$ cat src/rtl/riscv_v_lmul_sequencer.sv
// riscv_v_lmul_sequencer
//
// Issue-side controller for the vector element datapath. It accepts one decoded
// vector instruction with its vtype/vl/vstart snapshot. It then emits one beat
// per physical register of the LMUL register group, so the downstream decode
// element only ever sees single-register operands with a register-local
// length/start pair.
//
// Ports
//   clk_i, rst_i              clock, synchronous active-high reset
//   in_valid_i / in_ready_o   instruction handshake (ready only while idle)
//   in_vsew_i, in_vlmul_i     vtype fields (element size code, group size code)
//   in_vl_i, in_vstart_i      vector length and first element, in elements
//   in_vs1_i/vs2_i/vd_i       register group base addresses
//   out_valid_o / out_ready_i beat handshake
//   out_vs1_o/vs2_o/vd_o      per-beat register addresses (base + beat, wraps)
//   out_len_o, out_start_o    register-local vl / vstart for this beat
//   out_elem_base_o           global index of the beat's element 0
//   out_beat_o                beat index within the group
//   out_first_o, out_last_o   first / last emitted beat markers
//   done_o, illegal_o         one-cycle retire pulse; illegal qualifies done
module riscv_v_lmul_sequencer #(
  parameter int VLEN      = 128,
  parameter int NUM_VREGS = 32,
  parameter int VL_W      = $clog2(VLEN) + 1
) (
  input  logic            clk_i,
  input  logic            rst_i,
  input  logic            in_valid_i,
  output logic            in_ready_o,
  input  logic [2:0]      in_vsew_i,
  input  logic [2:0]      in_vlmul_i,
  input  logic [VL_W-1:0] in_vl_i,
  input  logic [VL_W-1:0] in_vstart_i,
  input  logic [4:0]      in_vs1_i,
  input  logic [4:0]      in_vs2_i,
  input  logic [4:0]      in_vd_i,
  output logic            out_valid_o,
  input  logic            out_ready_i,
  output logic [4:0]      out_vs1_o,
  output logic [4:0]      out_vs2_o,
  output logic [4:0]      out_vd_o,
  output logic [VL_W-1:0] out_len_o,
  output logic [VL_W-1:0] out_start_o,
  output logic [VL_W-1:0] out_elem_base_o,
  output logic [2:0]      out_beat_o,
  output logic            out_first_o,
  output logic            out_last_o,
  output logic            done_o,
  output logic            illegal_o
);

  // log2 of elements per register at the smallest element size (8 bits)
  localparam int EPR_LOG2 = $clog2(VLEN / 8);

  localparam logic [1:0] S_IDLE  = 2'd0;
  localparam logic [1:0] S_ISSUE = 2'd1;
  localparam logic [1:0] S_DONE  = 2'd2;

  logic [1:0]      state_q, state_d;
  logic [2:0]      beat_q, beat_d;
  logic [2:0]      b0_q, b0_d;
  logic [2:0]      b1_q, b1_d;
  logic [2:0]      epr_log2_q, epr_log2_d;
  logic [VL_W-1:0] vl_eff_q, vl_eff_d;
  logic [VL_W-1:0] vstart_q, vstart_d;
  logic [4:0]      vs1_q, vs1_d;
  logic [4:0]      vs2_q, vs2_d;
  logic [4:0]      vd_q, vd_d;
  logic            illegal_q, illegal_d;

  // Decode of the offered instruction, only used on the acceptance cycle
  logic            sew_legal;
  logic [2:0]      lmul_log2;
  logic [2:0]      dec_epr_log2;
  logic [3:0]      vlmax_log2;
  logic [VL_W-1:0] vlmax;
  logic [VL_W-1:0] dec_vl_eff;
  logic [4:0]      align_mask;
  logic            misaligned;
  logic            dec_illegal;
  logic            dec_zero;
  logic [2:0]      dec_b0;
  logic [2:0]      dec_b1;

  // EPR and LMUL are both powers of two, so all divisions become shifts.
  // b0/b1 are truncated to 3 bits; they only exceed that range when the
  // instruction has zero beats, in which case they are never used.
  always_comb begin
    sew_legal    = (in_vsew_i <= 3'd4);
    lmul_log2    = (in_vlmul_i <= 3'd3) ? in_vlmul_i : 3'd0;
    dec_epr_log2 = sew_legal ? (3'(EPR_LOG2) - in_vsew_i) : 3'd0;
    vlmax_log2   = {1'b0, dec_epr_log2} + {1'b0, lmul_log2};
    vlmax        = VL_W'(1) << vlmax_log2;
    dec_vl_eff   = (in_vl_i < vlmax) ? in_vl_i : vlmax;
    align_mask   = 5'((1 << lmul_log2) - 1);
    misaligned   = |((in_vs1_i | in_vs2_i | in_vd_i) & align_mask);
    dec_illegal  = !sew_legal || (in_vlmul_i == 3'd4) || misaligned;
    dec_zero     = (in_vstart_i >= dec_vl_eff);
    dec_b0       = 3'(in_vstart_i >> dec_epr_log2);
    dec_b1       = 3'((dec_vl_eff - VL_W'(1)) >> dec_epr_log2);
  end

  // Next-state logic: capture everything on acceptance, then walk the beat
  // counter from b0 to b1 one handshake at a time.
  always_comb begin
    state_d    = state_q;
    beat_d     = beat_q;
    b0_d       = b0_q;
    b1_d       = b1_q;
    epr_log2_d = epr_log2_q;
    vl_eff_d   = vl_eff_q;
    vstart_d   = vstart_q;
    vs1_d      = vs1_q;
    vs2_d      = vs2_q;
    vd_d       = vd_q;
    illegal_d  = illegal_q;
    case (state_q)
      S_IDLE: begin
        if (in_valid_i) begin
          beat_d     = dec_b0;
          b0_d       = dec_b0;
          b1_d       = dec_b1;
          epr_log2_d = dec_epr_log2;
          vl_eff_d   = dec_vl_eff;
          vstart_d   = in_vstart_i;
          vs1_d      = in_vs1_i;
          vs2_d      = in_vs2_i;
          vd_d       = in_vd_i;
          illegal_d  = dec_illegal;
          state_d    = (dec_illegal || dec_zero) ? S_DONE : S_ISSUE;
        end
      end
      S_ISSUE: begin
        if (out_ready_i) begin
          if (beat_q == b1_q) begin
            state_d = S_DONE;
          end else begin
            beat_d = beat_q + 3'd1;
          end
        end
      end
      S_DONE: begin
        state_d = S_IDLE;
      end
      default: begin
        state_d = S_IDLE;
      end
    endcase
  end

  // State registers; reset abandons any instruction in flight
  always_ff @(posedge clk_i) begin
    if (rst_i) begin
      state_q    <= S_IDLE;
      beat_q     <= '0;
      b0_q       <= '0;
      b1_q       <= '0;
      epr_log2_q <= '0;
      vl_eff_q   <= '0;
      vstart_q   <= '0;
      vs1_q      <= '0;
      vs2_q      <= '0;
      vd_q       <= '0;
      illegal_q  <= 1'b0;
    end else begin
      state_q    <= state_d;
      beat_q     <= beat_d;
      b0_q       <= b0_d;
      b1_q       <= b1_d;
      epr_log2_q <= epr_log2_d;
      vl_eff_q   <= vl_eff_d;
      vstart_q   <= vstart_d;
      vs1_q      <= vs1_d;
      vs2_q      <= vs2_d;
      vd_q       <= vd_d;
      illegal_q  <= illegal_d;
    end
  end

  // Per-beat register-local view. With all registers cleared by reset every
  // data output below evaluates to zero.
  logic [VL_W-1:0] elem_base;
  logic [VL_W-1:0] epr;
  logic [VL_W-1:0] beat_rem;

  assign elem_base = VL_W'(beat_q) << epr_log2_q;
  assign epr       = VL_W'(1) << epr_log2_q;
  assign beat_rem  = vl_eff_q - elem_base;

  assign in_ready_o      = (state_q == S_IDLE) && !rst_i;
  assign out_valid_o     = (state_q == S_ISSUE);
  assign out_vs1_o       = vs1_q + 5'(beat_q);
  assign out_vs2_o       = vs2_q + 5'(beat_q);
  assign out_vd_o        = vd_q + 5'(beat_q);
  assign out_len_o       = (beat_rem > epr) ? epr : beat_rem;
  assign out_start_o     = (vstart_q > elem_base) ? (vstart_q - elem_base) : '0;
  assign out_elem_base_o = elem_base;
  assign out_beat_o      = beat_q;
  assign out_first_o     = out_valid_o && (beat_q == b0_q);
  assign out_last_o      = out_valid_o && (beat_q == b1_q);
  assign done_o          = (state_q == S_DONE);
  assign illegal_o       = (state_q == S_DONE) && illegal_q;

endmodule

$ cat config.mk
export PLATFORM = sky130hd
export DESIGN_NAME = riscv_v_lmul_sequencer
export DESIGN_NICKNAME = d
export VERILOG_FILES = /design/src/rtl/riscv_v_lmul_sequencer.sv
export SDC_FILE = /design/constraint.sdc
export NUM_CORES = 1
export LEC_CHECK = 0
export BUFFER_PORTS_ARGS = -buffer_cell sky130_fd_sc_hd__buf_2
export CAP_MARGIN = 20
export CORE_ASPECT_RATIO = 1.2
export CORE_MARGIN = 2
export CORE_UTILIZATION = 55
export DETAILED_ROUTE_END_ITERATION = 10
export GPL_TIMING_DRIVEN = 1
export PLACE_DENSITY = 0.75
export SLEW_MARGIN = 10
export SYNTH_ARGS = -nofsm -noshare
export SYNTH_HDL_FRONTEND = slang
export SYNTH_SLANG_ARGS = --single-unit
$ cat constraint.sdc
create_clock -name clk_i -period 10.3 [get_ports clk_i]
set_clock_uncertainty 0.1 [all_clocks]
set_input_delay 2.06 -clock clk_i [delete_from_list [all_inputs] [get_ports clk_i]]
set_output_delay 2.06 -clock clk_i [all_outputs]
set_load 0.05 [all_outputs]
# After elaboration in Yosys (flattened, before gate mapping)

Index checks and enable logic that the tools add are counted.

Add/subtract/negate cells: 10
Order comparisons: 6
Equal/unequal tests: 9
Shifts and indexed selects: 6
Multiplexer cells: 14
Bitwise operators: 3
Reduce and logical (&&, ||, !) cells: 15

Operator list:

| cell                                                                    | count |
|---|---|
| 8-bit two-way mux                                                       | 3 |
| 8-bit greater-than comparator                                           | 2 |
| 8-bit by 3-bit right shift with 3-bit output                            | 2 |
| 8-bit subtractor                                                        | 2 |
| 5-bit by 3-bit adder with 5-bit output                                  | 3 |
| 3-bit two-way mux                                                       | 5 |
| 5-bit OR                                                                | 2 |
| 8-bit >= comparator                                                     | 1 |
| 8-bit < comparator                                                      | 1 |
| 2-bit two-way mux                                                       | 4 |
| 1-bit by 3-bit << shifter with 8-bit output, first input constant       | 1 |
| 1-bit by 4-bit << shifter with 8-bit output, first input constant       | 1 |
| 3-bit by 3-bit << shifter with 8-bit output                             | 1 |
| 8-bit by 1-bit subtractor with 8-bit output, second input constant      | 1 |
| 3-bit equality test                                                     | 2 |
| 3-bit one-hot mux with 2 select lines                                   | 1 |
| 5-bit bitwise AND                                                       | 1 |
| 5-bit OR reduction                                                      | 1 |
| 1-bit by 3-bit << shifter with 5-bit output, first input constant       | 1 |
| 5-bit by 2-bit subtractor with 5-bit output, second input constant      | 1 |
| 3-bit by 3-bit adder with 4-bit output                                  | 1 |
| 1-bit logical AND                                                       | 4 |
| 2-bit by 1-bit inequality test with 1-bit output, second input constant | 2 |
| 2-bit inequality test, second input constant                            | 2 |
| other kinds (15)                                                        | 18 |

Register bits: 46
Output and inout port bits: 48
Word-level logic and storage cells: 74

# Longest topological paths before layout

Gate-level depths: netlist of run 1.

Word-level depth: 11
Depth in mapped cells: 30
Gate-level depth less buffers: 27

# Worst setup path after synthesis of run 1

Ideal clock, no wire load.

Kind: in2reg
From: in in_vsew_i[0]
To: reg b1_q[2]
Arrival: 7.546 ns
Required time: 10.124 ns
Setup slack: 2.579 ns
Stages on the path: 28
Cells stage by stage: inv_1 > ha_1 > ha_1 > nand2b_1 > nand2_1 > inv_1 > buf_6 > ha_1 > fa_1 > clkbuf_1 > or3_2 > ha_1 > nand4_1 > a21oi_1 > a2111oi_2 > and2_2 > buf_6 > buf_6 > buf_2 > a21oi_1 > ha_1 > buf_6 > or3_1 > a21oi_1 > a211oi_1 > a31o_2 > o41a_1 > o22ai_1

Longest elaborated chain between the ends: 8
Elaborated cells between the ends (all ways): 9
Classes of those cells: add/sub: 3; order compare: 2; shift: 2; mux: 2

RTL lines:

| what                                                           | RTL line | RTL |
|---|---|---|
| from (decl)                                                    | 31       | `input logic [2:0] in_vsew_i,` |
| 3-bit subtractor / 3-bit <= comparator (equally long branches) | 92, 90   |  |
| 3-bit two-way mux *                                            | 92       | `dec_epr_log2 = sew_legal ? (3'(EPR_LOG2) - in_vsew_i) : 3'd0;` |
| net dec_epr_log2[0]                                            | 75       | `logic [2:0] dec_epr_log2;` |
| 3-bit by 3-bit adder with 4-bit output                         | 93       | `vlmax_log2 = {1'b0, dec_epr_log2} + {1'b0, lmul_log2};` |
| 1-bit by 4-bit << shifter with 8-bit output                    | 94       | `vlmax = VL_W'(1) << vlmax_log2;` |
| 8-bit < comparator                                             | 95       | `dec_vl_eff = (in_vl_i < vlmax) ? in_vl_i : vlmax;` |
| 8-bit two-way mux                                              | 95       |  |
| 8-bit by 1-bit subtractor with 8-bit output                    | 101      | `dec_b1 = 3'((dec_vl_eff - VL_W'(1)) >> dec_epr_log2);` |
| 8-bit by 3-bit right shift with 3-bit output *                 | 101      |  |
| to (signal assigned)                                           | 158      | `b1_q <= '0;` |
| to (signal assigned)                                           | 170      | `b1_q <= b1_d;` |
| to (decl)                                                      | 63       | `logic [2:0] b1_q, b1_d;` |

The timed path passes the listed nets; every way through them passes the cells marked *.
A chain may end at the register's enable or synchronous reset.

# Worst setup path after layout of run 1

From: in in_vsew_i[0]
To: reg b1_q[2]

Longest elaborated chain between the ends: 8
Elaborated cells between the ends (all ways): 9
Classes of those cells: add/sub: 3; order compare: 2; shift: 2; mux: 2

RTL lines:

| what                                                           | RTL line |
|---|---|
| 3-bit subtractor / 3-bit <= comparator (equally long branches) | 92, 90 |
| 3-bit two-way mux *                                            | 92 |
| 3-bit by 3-bit adder with 4-bit output                         | 93 |
| 1-bit by 4-bit << shifter with 8-bit output                    | 94 |
| 8-bit < comparator                                             | 95 |
| 8-bit two-way mux                                              | 95 |
| 8-bit by 1-bit subtractor with 8-bit output                    | 101 |
| 8-bit by 3-bit right shift with 3-bit output *                 | 101 |

Every way passes the cells marked *; elsewhere a longest branch is shown, timed or not.

==> key figures, run 1 <==
Run status
  – Outcome: finished clean

Route
  – DR vias/cell: 5.67
  – DR pass1 iterations: 5
  – # DRC: 0
  – Wire per inst: about 15 µm
  – Antenna Nets Post-Route: 0
  – Vias: 4562
  – DR iter-0 viols: between 200 and 250
  – DRT Wirelength: ~12000 µm

Global routing
  – Initial antenna violation count: 0
  – Vias in the first global route: 4456
  – Largest net degree at the start of global routing: 51
  – GRT overflow: 0
  – Overall routing resource usage: between 20% and 30%
  – First-pass GRT wire length: approximately 20000 µm

Synthesis
  – Synthesized Nets: about 730
  – Synth Register Bits: 46
  – Synth unique cells: between 60 and 70
  – Mapped cell area: 4680 µm²
  – Synth area leader: dfxtp_1
  – Async set-reset flop share out of synthesis: 0%
  – Post-synth EDFFs: 0
  – Cell with the most instances after synthesis: nand2_1
  – Top-area cell type share of the netlist area: around a fifth
  – Syn Area/Cell: between 7 and 8 µm²
  – Synth Instances: between 600 and 700
  – Commonest cells post-synth: nand2_1, a21oi_1, nor2_1, ha_1, dfxtp_1
  – Sequential element share of the synthesized area: about 20%
  – Synth warn: 0
  – Top_reg_cell synth: dfxtp_1
  – Main area contributors after synthesis: dfxtp_1, ha_1, nand2_1, a21oi_1, nor2_1

Floorplanning
  – Die ar.: between 9000 and 10000 µm²
  – Die H: 105 µm
  – IO Count: 89
  – Core area: 8200 µm²
  – Rows: 36
  – DIE WIDTH: slightly below 90 µm
  – Starting density of the core: between 50% and 60%

Finish
  – Storage cell area: between 900 and 1000 µm²
  – Share of layout cells above drive strength 1: 17.1%
  – Post-layout util: 63.5%
  – Nets: ~790
  – Filler cells: around 790
  – Ant. Diodes: 0
  – Area growth syn-to-layout: 11.3%
  – Multi-input logic area: roughly 3400 µm²

CTS
  – Root Buffer: clkbuf_8
  – CTS H-tree lvls: 2
  – CTS tree: yes
  – Post CTS Setup Buffer Count: 0
  – CTS resizes: 0
  – Num CTS Buffers: 5
  – Max Buffers Root-to-Sink: 2
  – Clk sink count: 46
  – Clk slew on worst S/H paths: ~0.09 ns
  – # hold bufs at CTS: 0
  – Clk_lat worst skew: between 0.3 and 0.4 ns

Timing
  – Final Setup Violations: 0
  – Fmax: approximately 110 MHz
  – Tmin final: just under 9 ns
  – Fin. Hold Viols: 0
  – Pin slew with the least headroom to its limit: a little over 0.9 ns
  – RSZ-0062 raised after global routing: false
  – Final period util: 84.8%
  – Max-slew headroom: between 30% and 40%
  – Fin. max-slew vios: 0
  – TNS Setup: 0 ns

Pwr
  – Pleak: between 2 and 2.5 nW
  – PwrDens: between 200 and 250 nW/µm²
  – VDD IR max: approximately 0.094 mV

Place
  – GPL Wtd Cong: 0.950
  – Post-DP HPWL: around 10000 µm
  – IO Port Bufs: 88

Min path
  – Hold Path Class: reg2reg

Setup path
  – Crit path arrival time: about 8.9 ns
  – Worst Path Max Fanout: 23
  – Type of origin of the critical path: input pin
  – WS Path Type: in2reg
  – Worst Setup End Kind: flip-flop
  – Worst EP required: 10.43 ns

Flow run
  – Max_cap viols: 0
layout make-up:
class	count	share of cell area (%)
repair buffers	90	8.75
clock buffers	6	1.39
well taps	114	2.74
flip-flops and latches	46	17.7
inverters	45	3.25
multi-input cells	502	65.5
clock inverters	2	0.721
cell usage in the layout (no fill, tap or decap), types with 8 or more instances in the layout:
cell type and count:
buf_2 88, nand2_1 84, nor2_1 61, a21oi_1 61, ha_1 54, dfxtp_1 46
inv_1 45, xnor2_1 22, o21ai_0 21, nor3_1 19, a21o_1 16, a211oi_1 16
mux2i_1 15, nand3_1 13, nor2b_1 11, xor2_1 9, nand2b_1 8, o21a_1 8
kinds of logic (layout without fill, tap and decap cells):
logic type	Yosys count	after routing	synth area share [%]
flip-flops	46	46	19.7
multiplexers	23	23	5.46
other	1	1	0.0802
AND/OR/NAND/NOR	228	228	22.3
AO/OA/AOI/OAI	159	159	22.2
XOR/XNOR	31	31	5.80
adder cells (fa/ha/maj)	60	60	17.0
buffers and inverters	78	143	7.49
worst max-delay path, stage by stage:
cell       delay, ns
buf_2           0.10
inv_1           0.04
ha_1            0.18
ha_1            0.17
nand2b_1        0.19
nand2_1         0.46
inv_1           0.42
ha_1            0.34
fa_1            0.41
xor2_1          0.57
and2_1          0.24
nand3_1         0.11
ha_1            0.36
nand4_1         0.10
a21oi_1         0.06
a2111oi_2       0.41
and2_2          0.48
nor2_1          0.09
a21oi_1         0.25
ha_1            0.60
nand2_1         0.13
o32ai_1         0.28
a211oi_1        0.09
a31o_2          0.26
o41a_1          0.31
o22ai_1         0.12
flip-flops by register name, indices dropped and copies added, names as in the netlist:
| register | count |
|---|---|
| epr_log2_q | 3 |
| state_q | 2 |
| illegal_q | 1 |
| vstart_q | 8 |
| vs2_q | 5 |
| out_beat_o | 3 |
| vl_eff_q | 8 |
| vd_q | 5 |
| vs1_q | 5 |
| b1_q | 3 |
| b0_q | 3 |
routing by layer:
layer | global-route usage [%] | part of all wire, %
met3 | 3.00 | 3.6
met2 | 50.7 | 54
met4 | 10.1 | 2.2
met5 | 0 | 0
met1 | 29.7 | 40
power by group:
part	total, mW	switching, mW	leakage, nW	internal, mW
registers	0.228	0.0278	0.378	0.200
logic	0.724	0.483	2.03	0.241
clock network	0.137	0.0641	0.0514	0.0725
total	1.09	0.574	2.46	0.514
path summary, 6_finish.rpt:
path | startpoint | to | slack, ns | cells past startpoint
setup / recovery | in_vsew_i[0] | b1_q[2]$_SDFFE_PP0P_ | 1.57 | 26
hold / removal | vstart_q[0]$_SDFFE_PP0P_ | vstart_q[0]$_SDFFE_PP0P_ | 0.37 | 2
setup reg to reg | state_q[0]$_SDFFE_PP0P_ | b1_q[1]$_SDFFE_PP0P_ | 7.75 | 6
hold reg to reg | vstart_q[0]$_SDFFE_PP0P_ | vstart_q[0]$_SDFFE_PP0P_ | 0.37 | 2
through the flow:
stage	power [mW]	setup WS (ns)	std cells	area, µm²	hold slack, ns
final	1.09	1.57	805	5200	0.366
after global routing	1.17	0.901	805	5200	0.386
after CTS	1.09	1.63	805	5200	0.365
after detailed placement	0.952	1.29	797	5090	0.354
after global placement	0.941	1.45	797	5090	0.348
after floorplan	0.814	2.58	626	4680	0.336
Note: power is estimated with default switching activity, not from simulation.
==> run 2: changes to the inputs <==
- ABC_AREA: unset -> 1
- CORE_UTILIZATION: 55 -> 51
- PLACE_DENSITY: 0.75 -> 0.74
- clock period: 10.3 -> 7.23 ns (I/O delays scaled with it)
==> run 2 against run 1 <==
Against the previous run: routed wire length rose by 0.53%; sequential share of layout area up 0.19 points; die area is 3.8% higher; final area down 1.1%; combinational power rose to 2.6 times the previous value; critical endpoint is now out_len_o[0].
==> key figures, run 2 <==
CTS
  – Root Buffer: clkbuf_8 (unchanged)
  – CTS resizes: 0 (unchanged)
  – CTS H-tree lvls: 2 (unchanged)
  – CTS tree: yes (unchanged)
  – # hold bufs at CTS: 0 (unchanged)
  – Max Buffers Root-to-Sink: 2 (unchanged)
  – Clk slew on worst S/H paths: 0.10 ns (was 0.09 ns)
  – Num CTS Buffers: 5 (unchanged)
  – Clk sink count: 46 (unchanged)
  – Post CTS Setup Buffer Count: 0 (unchanged)
  – Clk_lat worst skew: 0.31 ns (about the same)

Floorplanning
  – Starting density of the core: 52.4% (was 57.1%)
  – Die ar.: 9620 µm² (was 9260 µm²)
  – Rows: 37 (was 36)
  – IO Count: 89 (unchanged)
  – DIE WIDTH: 89.9 µm (was 88.2 µm)
  – Die H: 107 µm (was 105 µm)
  – Core area: 8610 µm² (was 8200 µm²)

Route
  – DRT Wirelength: 12400 µm (about the same)
  – Vias: 4660 (was 4562)
  – DR pass1 iterations: 6 (was 5)
  – # DRC: 0 (unchanged)
  – DR vias/cell: 5.28 (was 5.67)
  – Wire per inst: 14.1 µm (was 15.3 µm)
  – DR iter-0 viols: 300 (was 233)
  – Antenna Nets Post-Route: 0 (unchanged)

Synthesis
  – Top-area cell type share of the netlist area: 20.4% (was 19.7%)
  – Synthesized Nets: 787 (was 727)
  – Async set-reset flop share out of synthesis: 0% (unchanged)
  – Top_reg_cell synth: dfxtp_1 (unchanged)
  – Cell with the most instances after synthesis: nand2_1 (unchanged)
  – Mapped cell area: 4510 µm² (was 4680 µm²)
  – Sequential element share of the synthesized area: 20.4% (was 19.7%)
  – Synth warn: 0 (unchanged)
  – Post-synth EDFFs: 0 (unchanged)
  – Main area contributors after synthesis: dfxtp_1, ha_1, nand2_1, inv_1, nor2_1 (was dfxtp_1, ha_1, nand2_1, a21oi_1, nor2_1)
  – Synth area leader: dfxtp_1 (unchanged)
  – Synth Register Bits: 46 (unchanged)
  – Syn Area/Cell: 6.58 µm² (was 7.47 µm²)
  – Synth Instances: 686 (was 626)
  – Synth unique cells: 48 (was 67)
  – Commonest cells post-synth: nand2_1, inv_1, nor2_1, o21ai_0, ha_1 (was nand2_1, a21oi_1, nor2_1, ha_1, dfxtp_1)

Timing
  – Max-slew headroom: 40.1% (was 38.4%)
  – Fin. max-slew vios: 0 (unchanged)
  – Fmax: around 150 MHz
  – Final period util: a little over 90%
  – Tmin final: 6.62 ns
  – Fin. Hold Viols: 0 (unchanged)
  – TNS Setup: 0 ns (unchanged)
  – Pin slew with the least headroom to its limit: 0.898 ns (was 0.924 ns)
  – RSZ-0062 raised after global routing: false (unchanged)
  – Worst hold margin: 0.409 ns (was 0.366 ns)
  – Final Setup Violations: 0 (unchanged)

Setup path
  – Worst Setup End Kind: primary output (was flip-flop)
  – CP startpoint: out_beat_o[1]$_SDFFE_PP0P_ (was in_vsew_i[0])
  – Type of origin of the critical path: flip-flop (was input pin)
  – Worst setup endpoint: out_len_o[0] (was b1_q[2]$_SDFFE_PP0P_)
  – RR Endpoint: vs1_q[1]$_SDFFE_PP0P_ (was b1_q[1]$_SDFFE_PP0P_)
  – WS Path Type: reg2out (was in2reg)
  – Reg2Reg Depth: 7 (was 6)
  – Worst r2r src: state_q[1]$_SDFFE_PP0P_ (was state_q[0]$_SDFFE_PP0P_)
  – Crit path arrival time: 5.07 ns (was 8.86 ns)
  – Worst Path Max Fanout: 16 (was 23)
  – Worst EP required: 5.68 ns (was 10.43 ns)
  – R2R setup slack: 5.09 ns (was 7.75 ns)

Global routing
  – Top Usage Layer GRT: met2 (unchanged)
  – First-pass GRT wire length: 20300 µm (was 20200 µm)
  – GR Util met2: 46.3% (was 50.7%)
  – Largest net degree at the start of global routing: 50 (was 51)
  – Initial antenna violation count: 0 (unchanged)
  – GRT overflow: 0 (unchanged)
  – Vias in the first global route: 4265 (was 4456)
  – Met1 Usage GRT: 32.6% (was 29.7%)
  – Overall routing resource usage: 25.5% (was 26.9%)
  – Met3 Track Usage GR: 2.32% (was 3.00%)

Run status
  – Outcome: finished clean (unchanged)

Pwr
  – Gate power share: 76.2% (was 66.5%)
  – Net Sw Power: 1.50 mW (was 0.574 mW)
  – Pleak: 2.78 nW (was 2.46 nW)
  – Flop pwr share: 15.7% (was 21.0%)
  – Net Sw Frac: 61.8% (was 52.8%)
  – Clock share of power: 8.1% (was 12.6%)
  – Final Total Pwr: 2.42 mW (was 1.09 mW)
  – Internal: 0.925 mW (was 0.514 mW)
  – PwrDens: 470 nW/µm² (was 209 nW/µm²)
  – VDD IR max: 0.185 mV (was 0.0943 mV)

Place
  – IO Port Bufs: 88 (unchanged)
  – GPL Wtd Cong: 0.898 (was 0.950)
  – Post-DP HPWL: 10100 µm (was 9920 µm)

Finish
  – Area growth syn-to-layout: 14.1% (was 11.3%)
  – Multi-input logic area: 3100 µm² (was 3410 µm²)
  – Storage cell area: 921 µm² (unchanged)
  – Filler cells: 890 (was 793)
  – Share of layout cells above drive strength 1: 17.0% (was 17.1%)
  – Top flop regs: vl_eff_q: 8 flops, vstart_q: 8 flops (unchanged)
  – Ant. Diodes: 0 (unchanged)
  – Commonest non-fill, non-tap cell in the layout: nand2_1 (was buf_2)
  – Nets: 866 (was 791)
  – Most frequent cells in the layout: nand2_1, inv_1, buf_2 (was buf_2, nand2_1, nor2_1, a21oi_1, ha_1)

Flow run
  – Max_cap viols: 0 (unchanged)

Min path
  – Hold Path Class: reg2reg (unchanged)
-- run 2: cell types whose count changed after synthesis, moves of 8 or more --
cell / change
nor2_1: +21
nor2b_1: -11
xnor2_1: -12
mux2i_1: -14
o211ai_1: +8
clkbuf_1: -8
a211oi_1: -14
a21oi_1: -20
nand2_1: +43
inv_1: +63
a21o_1: -15
nand2b_1: -8
o21ai_0: +34
nand3_1: +28
-- run 2: stage by stage --
step	setup slack (ns)	util, %	cell area, µm²	std cells
after CTS	0.605	59.8	5150	883
after global placement	0.656	58.5	5040	875
after detailed placement	0.495	58.5	5040	875
after global routing	0.0112	59.8	5150	883
after floorplan	0.0974	-	4510	686
final	0.613	59.8	5150	883
-- run 2: worst max-delay path: stages, from the launching register on --
cell	delay [ns]
dfxtp_1	0.61
inv_1	0.29
nand2_1	0.11
o21ai_0	0.13
nor2_1	0.15
a21oi_1	0.08
nor2_1	0.19
inv_1	0.08
ha_1	0.36
a21oi_1	0.15
nand2_1	0.09
a21oi_1	0.14
o21ai_0	0.14
a21o_1	0.18
a21oi_1	0.14
xor2_1	0.26
ha_1	0.20
nand2_1	0.07
nor2_1	0.14
nand3_1	0.08
o21ai_1	0.65
nor2_1	0.08
a21oi_1	0.14
buf_2	0.28
-- run 2: logic make-up after synthesis --
group,Yosys count,share of synthesized area [%]
compound gates,133,17.3
xor+xnor,21,4.08
fa+ha+maj,60,17.6
buf+inv,129,10.9
flops,46,20.4
mux,1,0.222
other cells,1,0.0831
simple gates,295,29.4
-- run 2: layout make-up --
| type | count | share of cell area (%) |
|---|---|---|
| clock buffers | 6 | 1.41 |
| multi-input cells | 511 | 60.2 |
| clock inverters | 2 | 0.729 |
| well taps | 117 | 2.84 |
| flip-flops and latches | 46 | 17.9 |
| repair buffers | 90 | 8.84 |
| inverters | 111 | 8.09 |
-- run 2: power by group through the flow --
| stage | logic [mW] | registers (mW) | clock network [mW] |
|---|---|---|---|
| 2_1_floorplan | 1.46 | 0.382 | 0 |
| 3_3_place_gp | 1.80 | 0.382 | 0 |
| 3_5_place_dp | 1.84 | 0.385 | 0 |
| 4_1_cts | 1.85 | 0.379 | 0.198 |
| 5_1_grt | 2.03 | 0.389 | 0.205 |
| 6_report | 1.85 | 0.381 | 0.195 |
-- run 2: worst min-delay path by stage --
stage,start,end,depth (start not counted),slack [ns]
2_1_floorplan,state_q[1]$_SDFFE_PP0P_,state_q[1]$_SDFFE_PP0P_,1,0.35
3_3_place_gp,b1_q[1]$_SDFFE_PP0P_,b1_q[1]$_SDFFE_PP0P_,2,0.38
3_5_place_dp,b1_q[1]$_SDFFE_PP0P_,b1_q[1]$_SDFFE_PP0P_,2,0.39
4_1_cts,b1_q[1]$_SDFFE_PP0P_,b1_q[1]$_SDFFE_PP0P_,2,0.40
5_1_grt,b1_q[1]$_SDFFE_PP0P_,b1_q[1]$_SDFFE_PP0P_,2,0.44
6_report,vl_eff_q[4]$_SDFFE_PP0P_,vl_eff_q[4]$_SDFFE_PP0P_,2,0.41
-- run 2: per-layer routing --
metal | vias to the layer above | wire [µm]
li1 | 2393 | -
met1 | 2138 | 5680
met2 | 109 | 6120
met3 | 20 | 385
met4 | 0 | 236
met5 | - | 0
